## config.mk

```make
export PLATFORM = sky130hd
export DESIGN_NAME = seg7_scan_ctrl
export DESIGN_NICKNAME = d
export VERILOG_FILES = /design/src/rtl/seg7_scan_ctrl_pkg.sv /design/src/rtl/seg7_hex_decoder.sv /design/src/rtl/seg7_scan_ctrl.sv
export VERILOG_INCLUDE_DIRS = /design/src /design/src/rtl
export SDC_FILE = /design/constraint.sdc
export NUM_CORES = 1
export LEC_CHECK = 0
export BUFFER_PORTS_ARGS = -buffer_cell sky130_fd_sc_hd__buf_2
export CORE_MARGIN = 2
export CORE_UTILIZATION = 40
export CTS_BUF_LIST = sky130_fd_sc_hd__clkbuf_8
export CTS_CLUSTER_DIAMETER = 40
export CTS_CLUSTER_SIZE = 12
export DETAILED_ROUTE_END_ITERATION = 12
export HOLD_SLACK_MARGIN = 0.12
export PLACE_DENSITY_LB_ADDON = 0.3
export SETUP_SLACK_MARGIN = 0.4
export SYNTH_ARGS = -nofsm -noshare
export SYNTH_HDL_FRONTEND = slang
export SYNTH_SLANG_ARGS = --single-unit
```

## constraint.sdc

```tcl
create_clock -name FPGA_CLK -period 7.8 [get_ports FPGA_CLK]
set_input_delay 1.17 -clock FPGA_CLK [delete_from_list [all_inputs] [get_ports FPGA_CLK]]
set_output_delay 1.17 -clock FPGA_CLK [all_outputs]
set_load 0.01 [all_outputs]
```

## src/rtl/omdazz_defs.vh

```
// Board-level constants shared by the seven-segment scan logic: scan timing defaults
// and the active-low hex font (bit 7 is the decimal point, left off here).
`ifndef OMDAZZ_DEFS_VH
`define OMDAZZ_DEFS_VH

localparam int SCAN_DIV_DEF  = 50000;
localparam int BLANK_CYC_DEF = 500;

// Index 0 is the leftmost entry, so HEX_FONT[n] is the pattern for nibble n.
localparam logic [0:15][7:0] HEX_FONT = {
    8'hC0, 8'hF9, 8'hA4, 8'hB0, 8'h99, 8'h92, 8'h82, 8'hF8,
    8'h80, 8'h90, 8'h88, 8'h83, 8'hC6, 8'hA1, 8'h86, 8'h8E
};

`endif

```

## src/rtl/seg7_scan_ctrl_pkg.sv

```systemverilog
// Shared types and helpers for the four-digit multiplexed display scanner.
// Pure declarations: no timing and no flow control of its own.
package seg7_scan_ctrl_pkg;

`include "omdazz_defs.vh"

    typedef enum logic {
        ST_DEAD  = 1'b0,
        ST_DRIVE = 1'b1
    } scan_state_t;

    typedef struct packed {
        logic [15:0] value;
        logic [3:0]  dp;
        logic [3:0]  blank;
        logic        lzb;
    } disp_t;

    // True when nibble 'dig' and every more-significant nibble of 'value' are zero.
    function automatic logic lead_zero(input logic [15:0] value, input logic [1:0] dig);
        logic z;
        z = 1'b1;
        for (int i = 0; i < 4; i++) begin
            if (i >= int'(dig) && value[4*i +: 4] != 4'h0) begin
                z = 1'b0;
            end
        end
        return z;
    endfunction

endpackage

```

## src/rtl/seg7_hex_decoder.sv

```systemverilog
// Nibble to active-low segment pattern (dp bit held high); purely combinational,
// zero latency, no flow control.
module seg7_hex_decoder
    import seg7_scan_ctrl_pkg::*;
(
    input  logic [3:0] nibble,
    output logic [7:0] seg
);

    always_comb begin
        seg = HEX_FONT[nibble];
    end

endmodule

```

## src/rtl/seg7_scan_ctrl.sv

```systemverilog
// Four-digit multiplexed 7-seg scanner; DIG/SEG registered one cycle behind the slot counter.
// Loads are double-buffered: IN_READY drops on accept and returns the cycle after FRAME_TICK.
module seg7_scan_ctrl
    import seg7_scan_ctrl_pkg::*;
#(
    parameter int SCAN_DIV  = SCAN_DIV_DEF,
    parameter int BLANK_CYC = BLANK_CYC_DEF
) (
    input  logic        FPGA_CLK,
    input  logic        RESET_BUT,
    input  logic        IN_VALID,
    output logic        IN_READY,
    input  logic [15:0] IN_VALUE,
    input  logic [3:0]  IN_DP,
    input  logic [3:0]  IN_BLANK,
    input  logic        IN_LZB,
    output logic [3:0]  DIG,
    output logic [7:0]  SEG,
    output logic        FRAME_TICK
);

    localparam int            CW        = (SCAN_DIV > 2) ? $clog2(SCAN_DIV) : 1;
    localparam logic [CW-1:0] CNT_LAST  = CW'(SCAN_DIV - 1);
    localparam logic [CW-1:0] CNT_BLANK = CW'(BLANK_CYC);

    logic [CW-1:0] cnt_q, cnt_d;
    logic [1:0]    slot_q, slot_d;
    scan_state_t   state_q, state_d;
    disp_t         disp_q, disp_d;
    disp_t         pend_q, pend_d;
    logic          pend_full_q, pend_full_d;
    logic [3:0]    dig_q, dig_d;
    logic [7:0]    seg_q, seg_d;

    logic          frame_end;
    logic          accept;
    logic [1:0]    dig_idx;
    logic [3:0]    cur_nib;
    logic [7:0]    font_seg;
    logic          suppress;

    // Slot timing: counter, slot index and DEAD/DRIVE state all advance together.
    always_comb begin
        cnt_d  = cnt_q + 1'b1;
        slot_d = slot_q;
        if (cnt_q == CNT_LAST) begin
            cnt_d  = '0;
            slot_d = slot_q + 2'd1;
        end
        state_d = (cnt_d < CNT_BLANK) ? ST_DEAD : ST_DRIVE;
    end

    assign frame_end = (cnt_q == CNT_LAST) && (slot_q == 2'd3);
    assign accept    = IN_VALID && !pend_full_q;

    always_comb begin
        disp_d      = disp_q;
        pend_d      = pend_q;
        pend_full_d = pend_full_q;
        if (frame_end && pend_full_q) begin
            disp_d      = pend_q;
            pend_full_d = 1'b0;
        end
        if (accept) begin
            pend_d      = '{value: IN_VALUE, dp: IN_DP, blank: IN_BLANK, lzb: IN_LZB};
            pend_full_d = 1'b1;
        end
    end

    // Slot 0 is the leftmost digit, which is DIG bit 3 / nibble [15:12].
    assign dig_idx  = 2'd3 - slot_q;
    assign cur_nib  = disp_q.value[{dig_idx, 2'b00} +: 4];
    assign suppress = disp_q.lzb && (dig_idx != 2'd0) && lead_zero(disp_q.value, dig_idx);

    seg7_hex_decoder u_dec (
        .nibble (cur_nib),
        .seg    (font_seg)
    );

    always_comb begin
        dig_d = 4'hF;
        seg_d = 8'hFF;
        if (state_q == ST_DRIVE && !disp_q.blank[dig_idx]) begin
            if (suppress) begin
                // A suppressed zero keeps its decimal point visible.
                if (disp_q.dp[dig_idx]) begin
                    dig_d = ~(4'b0001 << dig_idx);
                    seg_d = 8'h7F;
                end
            end else begin
                dig_d = ~(4'b0001 << dig_idx);
                seg_d = font_seg & {~disp_q.dp[dig_idx], 7'h7F};
            end
        end
    end

    always_ff @(posedge FPGA_CLK or posedge RESET_BUT) begin
        if (RESET_BUT) begin
            cnt_q       <= '0;
            slot_q      <= 2'd0;
            state_q     <= ST_DEAD;
            disp_q      <= '0;
            pend_q      <= '0;
            pend_full_q <= 1'b0;
            dig_q       <= 4'hF;
            seg_q       <= 8'hFF;
        end else begin
            cnt_q       <= cnt_d;
            slot_q      <= slot_d;
            state_q     <= state_d;
            disp_q      <= disp_d;
            pend_q      <= pend_d;
            pend_full_q <= pend_full_d;
            dig_q       <= dig_d;
            seg_q       <= seg_d;
        end
    end

    assign IN_READY   = !pend_full_q;
    assign DIG        = dig_q;
    assign SEG        = seg_q;
    assign FRAME_TICK = frame_end;

endmodule

```

# [Word level (Yosys, flattened, before mapping)]
# Memories as Yosys holds them, arrays and structs flattened.
# Cells that the tools add are included.
[totals] reg_bits=82 romBits=128 in_bits=28 output_inout_bits=14 mem_count=1
[op_classes] addsub=3 n_lt_le_gt_ge=6 eq_ne=2 shift=2 muxes=20 bitwise=4 n_reduce_logical=17
[memory_table] name="(no name shown)" words=16 width=8 rd=1 rd_clocked_by_memory_dff=0 wr=0 line_no="seg7_hex_decoder.sv:11" rtl="seg = HEX_FONT[nibble];"
[op_table] operator="$mux 8" count=5
[op_table] operator="$add 16x1->16 const B" count=1
[op_table] operator="$eq 16x16->1 const B" count=1
[op_table] operator="$lt 16x9->1 const B" count=1
[op_table] operator="$mux 16" count=1
[op_table] operator="$reduce_bool 4->1" count=4
[op_table] operator="$shiftx 16x5->4" count=1
[op_table] operator="$mux 4" count=3
[op_table] operator="$logic_and 1x1->1" count=9
[op_table] operator="$mux 1" count=9
[op_table] operator="$and 8x8->8" count=1
[op_table] operator="$ge 5x5->1 const B" count=1
[op_table] operator="$not 4->5" count=1
[op_table] operator="$bmux 1 s2" count=2
[op_table] operator="$ge 1x2->1 const A" count=2
[op_table] operator="$not 4->4" count=1
[op_table] operator="$reduce_bool 2->1" count=2
[op_table] operator="$shl 1x2->4 const A" count=1
[op_table] operator="$lt 2x3->1 const B" count=1
[op_table] operator="$add 2x1->2 const B" count=1
[op_table] operator="$eq 2x2->1 const B" count=1
[op_table] operator="$ge 2x2->1 const A" count=1
[op_table] operator="$logic_not 1->1" count=2
[op_table] operator="$sub 2x2->2 const A" count=1
[op_table] operator="$not 1->1" count=1

# [Depth between registers and ports, before layout]
# Gate-level depths: netlist of the first run.
[logic_depth] depth_word=10 ltp_mapped=8 depth_no_buf=7

# [Modules after synthesis]
# Synthesis of the first run repeated with hierarchy kept, for this count alone.
[unflattened] cells_unflattened=302 hier_area_um2=3942.5
[modules_own_cells] module="seg7_scan_ctrl" instances=1 cells_each=265 area_each_um2=3683.5 seq_area_each_um2=2067.0
[modules_own_cells] module="seg7_hex_decoder" instances=1 cells_each=37 area_each_um2=259.0 seq_area_each_um2=0.0

# [Least setup slack after synthesis of the first run]
# Ideal clock, no wire load.
[synth_timing] kind="flip-flop to output port" from="reg cnt_q[0]" to="out FRAME_TICK" t_arrival_ns=1.257 t_required_ns=6.630 setup_slack_ns=5.373 stages_incl_launch_ff=5 path_buffers=0 path_cell_list="dfrtp_1 > ha_1 > nand3_1 > nor4_1 > and3_1"
[synth_via] elab_chain_len=2
[synth_rtl] element="start: declaration" line_no="seg7_scan_ctrl.sv:26" rtl="logic [CW-1:0] cnt_q, cnt_d;"
[synth_rtl] element="start signal: assignment" line_no="seg7_scan_ctrl.sv:108" rtl="cnt_q <= cnt_d;"
[synth_rtl] element="$eq 16x16->1" line_no="seg7_scan_ctrl.sv:53" rtl="assign frame_end = (cnt_q == CNT_LAST) && (slot_q == 2'd3);"
[synth_rtl] element="$logic_and 1x1->1" line_no="seg7_scan_ctrl.sv:53"
[synth_rtl] element="end: declaration" line_no="seg7_scan_ctrl.sv:19" rtl="output logic FRAME_TICK"
# No other way between the ends.

# [Worst setup path after layout of the first run]
[layout_timing] from="reg cnt_q[12]" to="reg disp_q[4] in the netlist's numbering"
[layout_via] elab_chain_len=3
[layout_rtl] element="$eq 16x16->1" line_no="seg7_scan_ctrl.sv:53"
[layout_rtl] element="$logic_and 1x1->1" line_no="seg7_scan_ctrl.sv:53"
[layout_rtl] element="$logic_and 1x1->1" line_no="seg7_scan_ctrl.sv:60" rtl="if (frame_end && pend_full_q) begin"
[layout_rtl] element="end signal: assignment" line_no="seg7_scan_ctrl.sv:111" rtl="disp_q <= disp_d;"
[layout_rtl] element="end: declaration" line_no="seg7_scan_ctrl.sv:29" rtl="disp_t disp_q, disp_d;"
# No other way between the ends.
# A chain may end at the register's enable or synchronous reset.

==> out/summary.log, run 1 <==
[outcome] status finished clean
[floorplanning] Core Footprint 0.00928 mm2
[floorplanning] horizontal die dimension 102 um
[power_and_ir_drop] power density over the cells 179 mW/mm2
[timing] unrepaired setup endpoints after global routing no
[worst_setup_path] cell with the largest stage delay on the worst path sky130_fd_sc_hd__and3_1
[power_and_ir_drop] post-route total power 776 uW
[logic_synthesis] area share of the largest cell type after synthesis 0.457
[logic_synthesis] most common flop cell mapped by yosys sky130_fd_sc_hd__dfrtp_1
[logic_synthesis] Syn Nets 334
[timing] final hold slack 0.489 ns
[floorplanning] area enclosed by the die boundary 0.0104 mm2
[clocking] Post-CTS Setup Inserts 0
[routing] vias per cell 5.04
[power_and_ir_drop] part of the power in combinational logic 0.037
[hold_path] worst min-delay path startpoint disp_q[12]
[power_and_ir_drop] P_sw 173 uW
[power_and_ir_drop] internal power consumption 603 uW
[clocking] number of hold buffers added after cts 0
[worst_setup_path] maximum fanout count along the critical path 15
[worst_setup_path] Worst setup EP type flop
[worst_setup_path] Reg2Reg Depth 5
[logic_synthesis] most instantiated cells after synthesis sky130_fd_sc_hd__dfrtp_1, sky130_fd_sc_hd__mux2_2, sky130_fd_sc_hd__nand2_1
[logic_synthesis] EDFF count, synth 0
[clocking] TritonCTS buffer count 9
[power_and_ir_drop] proportion of power drawn by flip-flops and latches 0.578
[power_and_ir_drop] peak ir drop on the vdd network 0.112 mV
[worst_setup_path] cells traversed along the worst timing path or4b_4 -> nor4_4 -> and3_1 -> buf_4 -> mux2_2
[timing] setup skew after layout 0.00850 ns
[timing] sum of negative setup slack 0 ns
[hold_path] worst hold path depth 1
[place] final weighted congestion of routability-driven global placement 0.880
[logic_synthesis] proportion of register bits with asynchronous set or reset after synthesis 1.00
[hold_path] end of the worst hold path disp_q[12]
[logic_synthesis] post-synthesis area per instance 13.1 um2
[layout] share of cells above drive strength 1 0.366
[hold_path] type of the tightest min-delay check flop to flop
[timing] worst-margin pin slew 0.832 ns
[worst_setup_path] Worst EP arrival 3.47 ns
[routing] antenna-violating nets left 0
[layout] number of diodes added for antenna fixing 0
[layout] layout filler cell count 877
[logic_synthesis] main area contributors after synthesis sky130_fd_sc_hd__dfrtp_1, sky130_fd_sc_hd__mux2_2, sky130_fd_sc_hd__dfstp_2, sky130_fd_sc_hd__ha_1, sky130_fd_sc_hd__mux2_4
[flow_run] maxcap violations 0
[place] number of input and output port buffers inserted 41
[clocking] clock tree root driver cell sky130_fd_sc_hd__clkbuf_8
[floorplanning] effective utilization at floorplan 0.413
[clocking] number of buffers between clock root and the deepest sink 2
[clocking] CTS-repair resized insts 0
[floorplanning] IO Count 42
[floorplanning] height of the chip 102 um
[power_and_ir_drop] net switching share of the total power 0.223
[timing] crit path setup slack, layout 4.56 ns
[clocking] clock tree from TritonCTS built
[worst_setup_path] Reg2Reg Setup Slack 4.56 ns
[power_and_ir_drop] Leakage Power 0.00192 uW
[clocking] clock network latency to the later pin of the worst-skew pair 0.35 ns
[routing] via count 2360
[clocking] total number of clock tree sinks 82
[timing] final-report max-slew violation count 0
[routing] DRC violations left 0
[worst_setup_path] Worst Setup Start Kind flop
[global_route] largest net degree at the start of global routing 70
[worst_setup_path] capture point of the worst reg-to-reg path disp_q[4]
[routing] first drt pass iteration count 4
[global_route] number of global-route vias before repair 2240
[power_and_ir_drop] portion of total power attributed to the clock network 0.385
[place] HPWL Detailed 4860 um
[worst_setup_path] Critical Path RT 8.03 ns
[global_route] initial antenna violation count 0
[global_route] total congestion overflow after global routing 0
[global_route] global-route wire length before repair 11400 um
[timing] final worst path period need 3.24 ns
[logic_synthesis] fraction of the yosys area taken by sequential cells 0.539
[clocking] depth of the CTS H-tree 3
[logic_synthesis] Yosys reg bits 82
[logic_synthesis] most common cell in the netlist sky130_fd_sc_hd__dfrtp_1
[logic_synthesis] Synth area leader sky130_fd_sc_hd__dfrtp_1
[logic_synthesis] Syn Inst Count 293
[routing] count of routing violations after the opening detailed-route iteration 71
[logic_synthesis] count of yosys warnings during synthesis 0
[worst_setup_path] startpoint of the worst-slack reg-to-reg timing path cnt_q[12]
[place] worst setup timing slack at the placement stage 4.52 ns
[global_route] global-route usage over all layers 0.144
[routing] DR WL/cell 14.4 um
[logic_synthesis] number of distinct standard cells referenced by the synthesized netlist 46
[timing] final clock period utilization by the worst path 0.416
[logic_synthesis] Syn Std Cell Area 0.00383 mm2
[layout] Synth-to-Final Area Change 12.9%
[timing] relative slew slack 0.445
[worst_setup_path] critical setup path kind flop to flop
[timing] highest attainable clock frequency 0.308 GHz
[routing] wire length after detailed routing 6760 um
[layout] final layout net count 376
[timing] number of failing hold endpoints at the final stage 0
[timing] number of setup violations in the final report 0
[floorplanning] standard-cell row count 35
[worst_setup_path] Crit path largest cell delay 0.70 ns
[clocking] register clock-pin slew on the reported worst setup and hold paths 0.08 ns
==> worst max-delay path, delay by kind of cell (launching register included) <==
family                 cells  cell delay, ns
DFF                        1            0.48
muxes                      1            0.36
buffers and inverters      1            0.35
and+or+nand+nor            3            1.93
==> power groups by stage <==
stage	Combinational, uW	Clock (uW)	Sequential (uW)
final	28.8	299	448
after global routing	33.0	331	451
after global placement	28.8	0	457
after floorplan	19.5	0	453
after CTS	30.1	312	449
after detailed placement	30.1	0	457
==> how the worst max path moves through the flow <==
stage / start / endpoint / slack [ns] / cells after the start
after floorplan: RESET_BUT / cnt_q[0] / 4.54 / 1
after global placement: cnt_q[11] / disp_q[8] / 4.59 / 5
after detailed placement: cnt_q[12] / disp_q[4] / 4.52 / 5
after CTS: cnt_q[12] / disp_q[4] / 4.51 / 5
after global routing: cnt_q[0] / disp_q[8] / 4.33 / 6
final: cnt_q[12] / disp_q[4] / 4.56 / 5
==> stage by stage <==
| stage | cell area, um2 | cells | utilization |
|---|---|---|---|
| after CTS | 4330 | 468 | 0.466 |
| final | 4330 | 468 | 0.466 |
| after global routing | 4330 | 468 | 0.466 |
| after global placement | 4140 | 453 | 0.445 |
| after detailed placement | 4140 | 453 | 0.445 |
| after floorplan | 3830 | 293 | - |
==> layout by cell type (no fill, tap or decap), drive strengths merged, types with 4 or more instances in the layout <==
cell type / synthesis / routed
nand4: 5 / 5
nand2b: 6 / 6
nor4: 6 / 6
o221ai: 4 / 4
ha: 13 / 13
nor3: 5 / 5
nor2b: 4 / 4
dfrtp: 70 / 70
or3: 4 / 4
inv: 9 / 9
o211ai: 4 / 4
xnor2: 7 / 7
mux2: 51 / 51
dfstp: 12 / 12
mux4: 6 / 6
nand3: 6 / 6
buf: 6 / 44
nand2: 16 / 16
o21ai: 5 / 5
nor2: 15 / 15
clkbuf: 7 / 9
xor2: 7 / 7
a21oi: 8 / 8
==> cell families after synthesis <==
logic type	count (synthesis)	synth area share
AO/OA/AOI/OAI	28	0.0477
XOR/XNOR	14	0.0320
adder cells (fa/ha/maj)	13	0.0424
buffers and inverters	22	0.0323
flip-flops	82	0.539
multiplexers	58	0.197
AND/OR/NAND/NOR	76	0.110
==> layout make-up <==
type	instances	area [um2]	area share
clock buffer	9	124	0.0286
clock inverter	6	67.6	0.0156
inverter	9	35.0	0.00810
multi-input combinational	189	1640	0.380
sequential	82	2070	0.478
tap	129	161	0.0373
timing repair buffer	44	228	0.0526
==> flip-flops by register name (all words and copies together), names as in the netlist <==
register and cells:
disp_q 25, pend_q 25, cnt_q 16, SEG 8, DIG 4, slot_q 2
pend_full_q 1, state_q 1
==> layer usage <==
layer | share of wire | track usage | up-vias
met5 | 0 | 0 | -
met4 | 0.016 | 0.0544 | 0
met3 | 0.043 | 0.0451 | 9
met2 | 0.45 | 0.212 | 52
met1 | 0.49 | 0.203 | 1167
li1 | - | - | 1132
No activity file was read; power rests on OpenSTA's default activity.
==> run 2: changes to the inputs <==
clock period = 3.3 ns   (was 7.8 ns; I/O delays follow)
==> run 2 against run 1 <==
Flip-flop and latch count stayed put; count of clock-buffer cells in the layout unchanged; combinational power increased by 140%; critical path type is now flop to output pin.
==> out/summary.log, run 2 (same netlist as run 1, synthesis figures left out) <==
[place] number of input and output port buffers inserted 41 [unchanged]
[routing] count of routing violations after the opening detailed-route iteration 83 [+17%]
[layout] post-route non-filler standard cell count 470 [+0.43%]
[layout] highest-count cells in the layout ignoring fill and taps sky130_fd_sc_hd__dfrtp_1, sky130_fd_sc_hd__buf_2, sky130_fd_sc_hd__mux2_2, sky130_fd_sc_hd__nand2_1, sky130_fd_sc_hd__nor2_1
[global_route] number of global-route vias before repair 2291 [+2.3%]
[timing] final-report max-slew violation count 0 [unchanged]
[worst_setup_path] critical setup path kind flop to output pin
[routing] DR WL/cell 14.6 um [+0.99%]
[floorplanning] height of the chip 102 um [unchanged]
[clocking] register clock-pin slew on the reported worst setup and hold paths 0.09 ns [about the same]
[global_route] largest net degree at the start of global routing 52 [-26%]
[place] DP Cell Count 454 [+0.22%]
[worst_setup_path] Reg2Reg Depth 5 [unchanged]
[hold_path] type of the tightest min-delay check input port to asynchronous set/reset pin
[routing] antenna-violating nets left 0 [unchanged]
[worst_setup_path] Worst EP arrival 1.92 ns [-1.55 ns]
[global_route] initial antenna violation count 0 [unchanged]
[layout] share of cells above drive strength 1 0.370 [+0.00372]
[layout] end-of-flow core utilization 0.472 [+0.00553]
[worst_setup_path] Reg2Reg Setup Slack 0.89 ns [-3.67 ns]
[place] final weighted congestion of routability-driven global placement 0.806 [-8.4%]
[place] HPWL Detailed 4850 um [-0.33%]
[global_route] global-route usage over all layers 0.144 [-0.000875]
[routing] wire length after detailed routing 6850 um [+1.4%]
[worst_setup_path] cell with the largest stage delay on the worst path sky130_fd_sc_hd__dfrtp_1
[layout] number of diodes added for antenna fixing 0 [unchanged]
[layout] final layout net count 377 [+0.27%]
[power_and_ir_drop] peak ir drop on the vdd network 0.257 mV [+130%]
[timing] number of setup violations in the final report 0 [unchanged]
[floorplanning] IO Count 42 [unchanged]
[floorplanning] Core Footprint 0.00928 mm2 [unchanged]
[floorplanning] standard-cell row count 35 [unchanged]
[timing] relative slew slack 0.430 [-0.0155]
[power_and_ir_drop] portion of total power attributed to the clock network 0.417 [+0.032]
[flow_run] maxcap violations 0 [unchanged]
[layout] footprint of the flip-flops and latches 0.00207 mm2 [unchanged]
[global_route] total congestion overflow after global routing 0 [unchanged]
[routing] vias per cell 5.02 [-0.38%]
[worst_setup_path] cells traversed along the worst timing path ha_1 -> nand3_1 -> nor4_1 -> and3_1 -> buf_2
[clocking] number of buffers between clock root and the deepest sink 2 [unchanged]
[timing] final clock period utilization by the worst path 0.732
[worst_setup_path] startpoint of the worst-slack reg-to-reg timing path slot_q[0]
[worst_setup_path] capturing element of the worst setup path FRAME_TICK
[floorplanning] effective utilization at floorplan 0.413 [unchanged]
[power_and_ir_drop] net switching share of the total power 0.220 [-0.00253]
[clocking] Post-CTS Setup Inserts 0 [unchanged]
[clocking] TritonCTS buffer count 9 [unchanged]
[worst_setup_path] crit path launch cnt_q[0]
[layout] layout filler cell count 887 [+1.1%]
[power_and_ir_drop] internal power consumption 1510 uW [+150%]
[outcome] status finished clean
[worst_setup_path] number of logic stages on the critical path including buffering 5 [unchanged]
[timing] setup skew after layout 0.0134 ns [+0.00491 ns]
[floorplanning] horizontal die dimension 102 um [unchanged]
[worst_setup_path] Worst Setup Start Kind flop
[clocking] depth of the CTS H-tree 3 [unchanged]
[timing] final worst path period need 2.42 ns
[routing] via count 2361 [+0.042%]
[worst_setup_path] capture point of the worst reg-to-reg path SEG[2]
[timing] unrepaired setup endpoints after global routing no
[layout] largest registers in the final layout disp_q (25), pend_q (25), cnt_q (16)
[worst_setup_path] Crit path max-delay family simple AND/OR/NAND/NOR gates
[routing] first drt pass iteration count 5 [+1]
[power_and_ir_drop] proportion of power drawn by flip-flops and latches 0.547 [-0.031]
[global_route] global-route wire length before repair 11400 um [-0.31%]
[layout] Synth-to-Final Area Change 14.2%
[layout] most common cell after layout, fill and taps aside sky130_fd_sc_hd__dfrtp_1
[power_and_ir_drop] part of the power in combinational logic 0.036 [about the same]
[clocking] number of hold buffers added after cts 0 [unchanged]
[timing] sum of negative setup slack 0 ns [unchanged]
[worst_setup_path] Buf/Inv on CP 1 [unchanged]
[worst_setup_path] Worst setup EP type output pin
[worst_setup_path] Critical Path RT 2.80 ns [-5.23 ns]
[worst_setup_path] maximum fanout count along the critical path 8 [-7]
[power_and_ir_drop] power density over the cells 443 mW/mm2 [+150%]
[clocking] clock tree from TritonCTS built
[routing] DRC violations left 0 [unchanged]
[power_and_ir_drop] Leakage Power 0.00195 uW [+1.5%]
[clocking] CTS-repair resized insts 0 [unchanged]
[worst_setup_path] Crit path largest cell delay 0.41 ns [-0.29 ns]
[timing] number of failing hold endpoints at the final stage 0 [unchanged]
[layout] multi-input logic area 0.00164 mm2 [unchanged]
[clocking] clock network latency to the later pin of the worst-skew pair 0.35 ns [about the same]
[power_and_ir_drop] P_sw 427 uW [+150%]
[timing] worst-margin pin slew 0.854 ns [+0.0222 ns]
[clocking] total number of clock tree sinks 82 [unchanged]
[clocking] clock tree root driver cell sky130_fd_sc_hd__clkbuf_8
[floorplanning] area enclosed by the die boundary 0.0104 mm2 [unchanged]
[timing] highest attainable clock frequency 0.414 GHz
==> run 2: cell types whose count changed in the layout (fill, tap and decap cells not counted), sizes merged <==
cell	previous run	this run
buf	44	45
bufinv	1	2
clkinvlp	2	1
inv	9	10
==> run 2: cell type report <==
| class | count | share of cell area |
|---|---|---|
| clock buffer | 9 | 0.0283 |
| inverter | 9 | 0.00800 |
| tap | 129 | 0.0369 |
| sequential | 82 | 0.472 |
| multi-input combinational | 189 | 0.376 |
| clock inverter | 7 | 0.0226 |
| timing repair buffer | 45 | 0.0566 |
==> run 2: per-stage QoR <==
| step | hold WS, ns | total power, uW | cell area (um2) | worst slack [ns] |
|---|---|---|---|---|
| 2_1_floorplan | 0.452 | 1120 | 3830 | 0.716 |
| 3_3_place_gp | 0.466 | 1150 | 4160 | 0.957 |
| 3_5_place_dp | 0.480 | 1150 | 4160 | 0.937 |
| 4_1_cts | 0.308 | 1970 | 4380 | 0.859 |
| 5_1_grt | 0.346 | 2030 | 4380 | 0.755 |
| 6_report | 0.279 | 1940 | 4380 | 0.883 |
==> run 2: how the worst min path moves through the flow <==
stage,cells after the start,start,end,slack [ns]
after CTS,2,RESET_BUT,cnt_q[13],0.31
after floorplan,1,disp_q[2],disp_q[2],0.45
after global placement,1,disp_q[1],disp_q[1],0.47
after global routing,2,RESET_BUT,cnt_q[13],0.35
final,2,RESET_BUT,cnt_q[13],0.28
after detailed placement,1,disp_q[5],disp_q[5],0.48
==> run 2: power by group through the flow <==
| stage | clock [uW] | sequential [uW] | combinational [uW] |
|---|---|---|---|
| 2_1_floorplan | 0 | 1070 | 46.1 |
| 3_3_place_gp | 0 | 1080 | 70.6 |
| 3_5_place_dp | 0 | 1080 | 72.5 |
| 4_1_cts | 836 | 1060 | 73.0 |
| 5_1_grt | 880 | 1070 | 80.1 |
| 6_report | 808 | 1060 | 69.7 |
==> run 2: layer usage <==
layer / track usage / wire [um]
met5: 0 / 0
met2: 0.206 / 2990
met4: 0.0677 / 128
met3: 0.0308 / 277
met1: 0.208 / 3460
==> run 3: changes to the inputs <==
clock period = 2.5 ns   (was 3.3 ns; I/O delays follow)
==> run 3 against run 2 <==
Sequential share of layout area decreased by 2.4 points; worst hold slack got worse by 0.023 ns; total power increased by 33%; die area did not move; register-to-register slack lost 0.51 ns; largest power group unchanged.
==> out/summary.log, run 3 (same netlist as run 1, synthesis figures left out) <==
[timing] final-report max-slew violation count 0 [unchanged]
[timing] number of setup violations in the final report 0 [unchanged]
[floorplanning] standard-cell row count 35 [unchanged]
[worst_setup_path] critical setup path kind flop to flop
[routing] antenna-violating nets left 0 [unchanged]
[place] DP Cell Count 459 [+1.1%]
[clocking] depth of the CTS H-tree 3 [unchanged]
[global_route] initial antenna violation count 0 [unchanged]
[routing] vias per cell 5.10 [+1.5%]
[clocking] total number of clock tree sinks 82 [unchanged]
[routing] DRC violations left 0 [unchanged]
[power_and_ir_drop] post-route total power 2570 uW [+33%]
[timing] worst-margin pin slew 0.587 ns [-0.267 ns]
[clocking] clock tree from TritonCTS built
[worst_setup_path] Crit path largest cell delay 0.56 ns [+0.15 ns]
[floorplanning] IO Count 42 [unchanged]
[layout] final layout net count 398 [+5.6%]
[power_and_ir_drop] power density over the cells 556 mW/mm2 [+26%]
[worst_setup_path] Critical Path RT 2.73 ns [-0.07 ns]
[layout] highest-count cells in the layout ignoring fill and taps sky130_fd_sc_hd__dfrtp_1, sky130_fd_sc_hd__buf_2, sky130_fd_sc_hd__mux2_2, sky130_fd_sc_hd__buf_4, sky130_fd_sc_hd__nand2_1
[timing] setup skew after layout 0.0121 ns [-0.00132 ns]
[hold_path] worst hold path depth 2
[flow_run] maxcap violations 0 [unchanged]
[timing] sum of negative setup slack 0 ns [unchanged]
[timing] final hold slack 0.257 ns [-0.0227 ns]
[hold_path] type of the tightest min-delay check input port to flop
[global_route] total congestion overflow after global routing 0 [unchanged]
[routing] first drt pass iteration count 4 [-1]
[global_route] global-route usage over all layers 0.151 [+0.00718]
[layout] footprint of the flip-flops and latches 0.00207 mm2 [+0.24%]
[power_and_ir_drop] Leakage Power 0.00206 uW [+5.7%]
[layout] share of cells above drive strength 1 0.442 [+0.0725]
[worst_setup_path] cell with the largest stage delay on the worst path sky130_fd_sc_hd__or4b_4
[routing] wire length after detailed routing 7370 um [+7.5%]
[routing] DR WL/cell 15.0 um [+2.9%]
[routing] count of routing violations after the opening detailed-route iteration 116 [+40%]
[clocking] number of buffers between clock root and the deepest sink 2 [unchanged]
[timing] unrepaired setup endpoints after global routing yes
[floorplanning] height of the chip 102 um [unchanged]
[worst_setup_path] maximum fanout count along the critical path 16 [+8]
[clocking] clock tree root driver cell sky130_fd_sc_hd__clkbuf_8
[layout] number of diodes added for antenna fixing 0 [unchanged]
[layout] layout filler cell count 843 [-5.0%]
[layout] Synth-to-Final Area Change 20.6%
[place] number of input and output port buffers inserted 41 [unchanged]
[clocking] clock network latency to the later pin of the worst-skew pair 0.34 ns [about the same]
[floorplanning] area enclosed by the die boundary 0.0104 mm2 [unchanged]
[clocking] register clock-pin slew on the reported worst setup and hold paths 0.09 ns [about the same]
[timing] number of failing hold endpoints at the final stage 0 [unchanged]
[floorplanning] Core Footprint 0.00928 mm2 [unchanged]
[worst_setup_path] Worst setup EP type flop
[global_route] global-route wire length before repair 12000 um [+5.6%]
[timing] final worst path period need 2.12 ns
[layout] multi-input logic area 0.00169 mm2 [+2.7%]
[timing] relative slew slack 0.608 [+0.178]
[layout] largest registers in the final layout disp_q (25), pend_q (25), cnt_q (16)
[layout] end-of-flow core utilization 0.498 [+0.0263]
[floorplanning] effective utilization at floorplan 0.413 [unchanged]
[layout] post-route non-filler standard cell count 491 [+4.5%]
[global_route] largest net degree at the start of global routing 39 [-25%]
[power_and_ir_drop] peak ir drop on the vdd network 0.309 mV [+20%]
[clocking] TritonCTS buffer count 9 [unchanged]
[floorplanning] horizontal die dimension 102 um [unchanged]
[worst_setup_path] Worst Setup Start Kind flop
[timing] final clock period utilization by the worst path 0.850
[outcome] status finished clean
[worst_setup_path] Reg2Reg Depth 5 [unchanged]
[place] final weighted congestion of routability-driven global placement 0.871 [+8.1%]
[place] HPWL Detailed 4930 um [+1.6%]
[worst_setup_path] Worst EP arrival 2.35 ns [+0.43 ns]
[worst_setup_path] cells traversed along the worst timing path or4b_4 -> nor4_4 -> and3_4 -> buf_12 -> mux2_2
[global_route] number of global-route vias before repair 2415 [+5.4%]
[timing] highest attainable clock frequency 0.471 GHz
[routing] via count 2503 [+6.0%]
[layout] most common cell after layout, fill and taps aside sky130_fd_sc_hd__dfrtp_1
==> run 3: cell count changes in the layout (fill, tap and decap cells not counted), sizes merged <==
cell	previous run	this run
clkinv	3	2
buf	45	65
clkbuf	9	10
dlygate4sd3	0	1
==> run 3: what timing repair did <==
action | CTS | global route
pin swaps | 2 | 3
resized for setup | 9 | 11
hold buffers | 1 | 0
endpoints found under the setup margin | 26 | 37
endpoints found under the hold margin | 12 | 0
buffers inserted | 6 | 9
==> run 3: final timing paths <==
check | slack (ns) | from | end
worst max-delay path | 0.38 | cnt_q[11] | disp_q[0]
worst min-delay path | 0.26 | IN_VALUE[11] | pend_q[20]
worst max register to register | 0.38 | cnt_q[11] | disp_q[0]
worst min register to register | 0.48 | disp_q[5] | disp_q[5]
max in group asynchronous | 1.20 | RESET_BUT | disp_q[17]
min in group asynchronous | 0.64 | RESET_BUT | cnt_q[10]
==> run 3: worst max-delay path: cells and delay by family, from the launching register on <==
family	cells	cell delay, ns
muxes	1	0.34
and+or+nand+nor	3	1.06
buffers and inverters	1	0.16
DFF	1	0.45
==> run 3: final cells by class <==
cell class | count | share of cell area
flip-flops and latches | 82 | 0.448
clock inverters | 6 | 0.0195
well taps | 129 | 0.0349
repair buffers | 66 | 0.0942
clock buffers | 10 | 0.0298
inverters | 9 | 0.00812
multi-input cells | 189 | 0.365
==> run 3: stage by stage <==
stage	cell area, um2	setup WS, ns
global placement	4200	0.324
detailed placement	4200	0.291
floorplan	3840	0.396
finish	4620	0.375
CTS	4520	0.388
global route	4620	0.292
==> run 3: layer usage <==
metal  track usage  wire, um  up-vias  part of all wire
met5             0         0        -                 0
met4        0.0636        98        0             0.013
met3        0.0328       312        8             0.042
met2         0.224      3390       68              0.46
met1         0.215      3560     1250              0.48
li1              -         -     1177                 -
==> run 3: power by group <==
group | switching [uW] | total [uW] | internal, uW
clock network | 479 | 1070 | 594
logic | 41.2 | 95.7 | 54.5
registers | 26.4 | 1400 | 1370
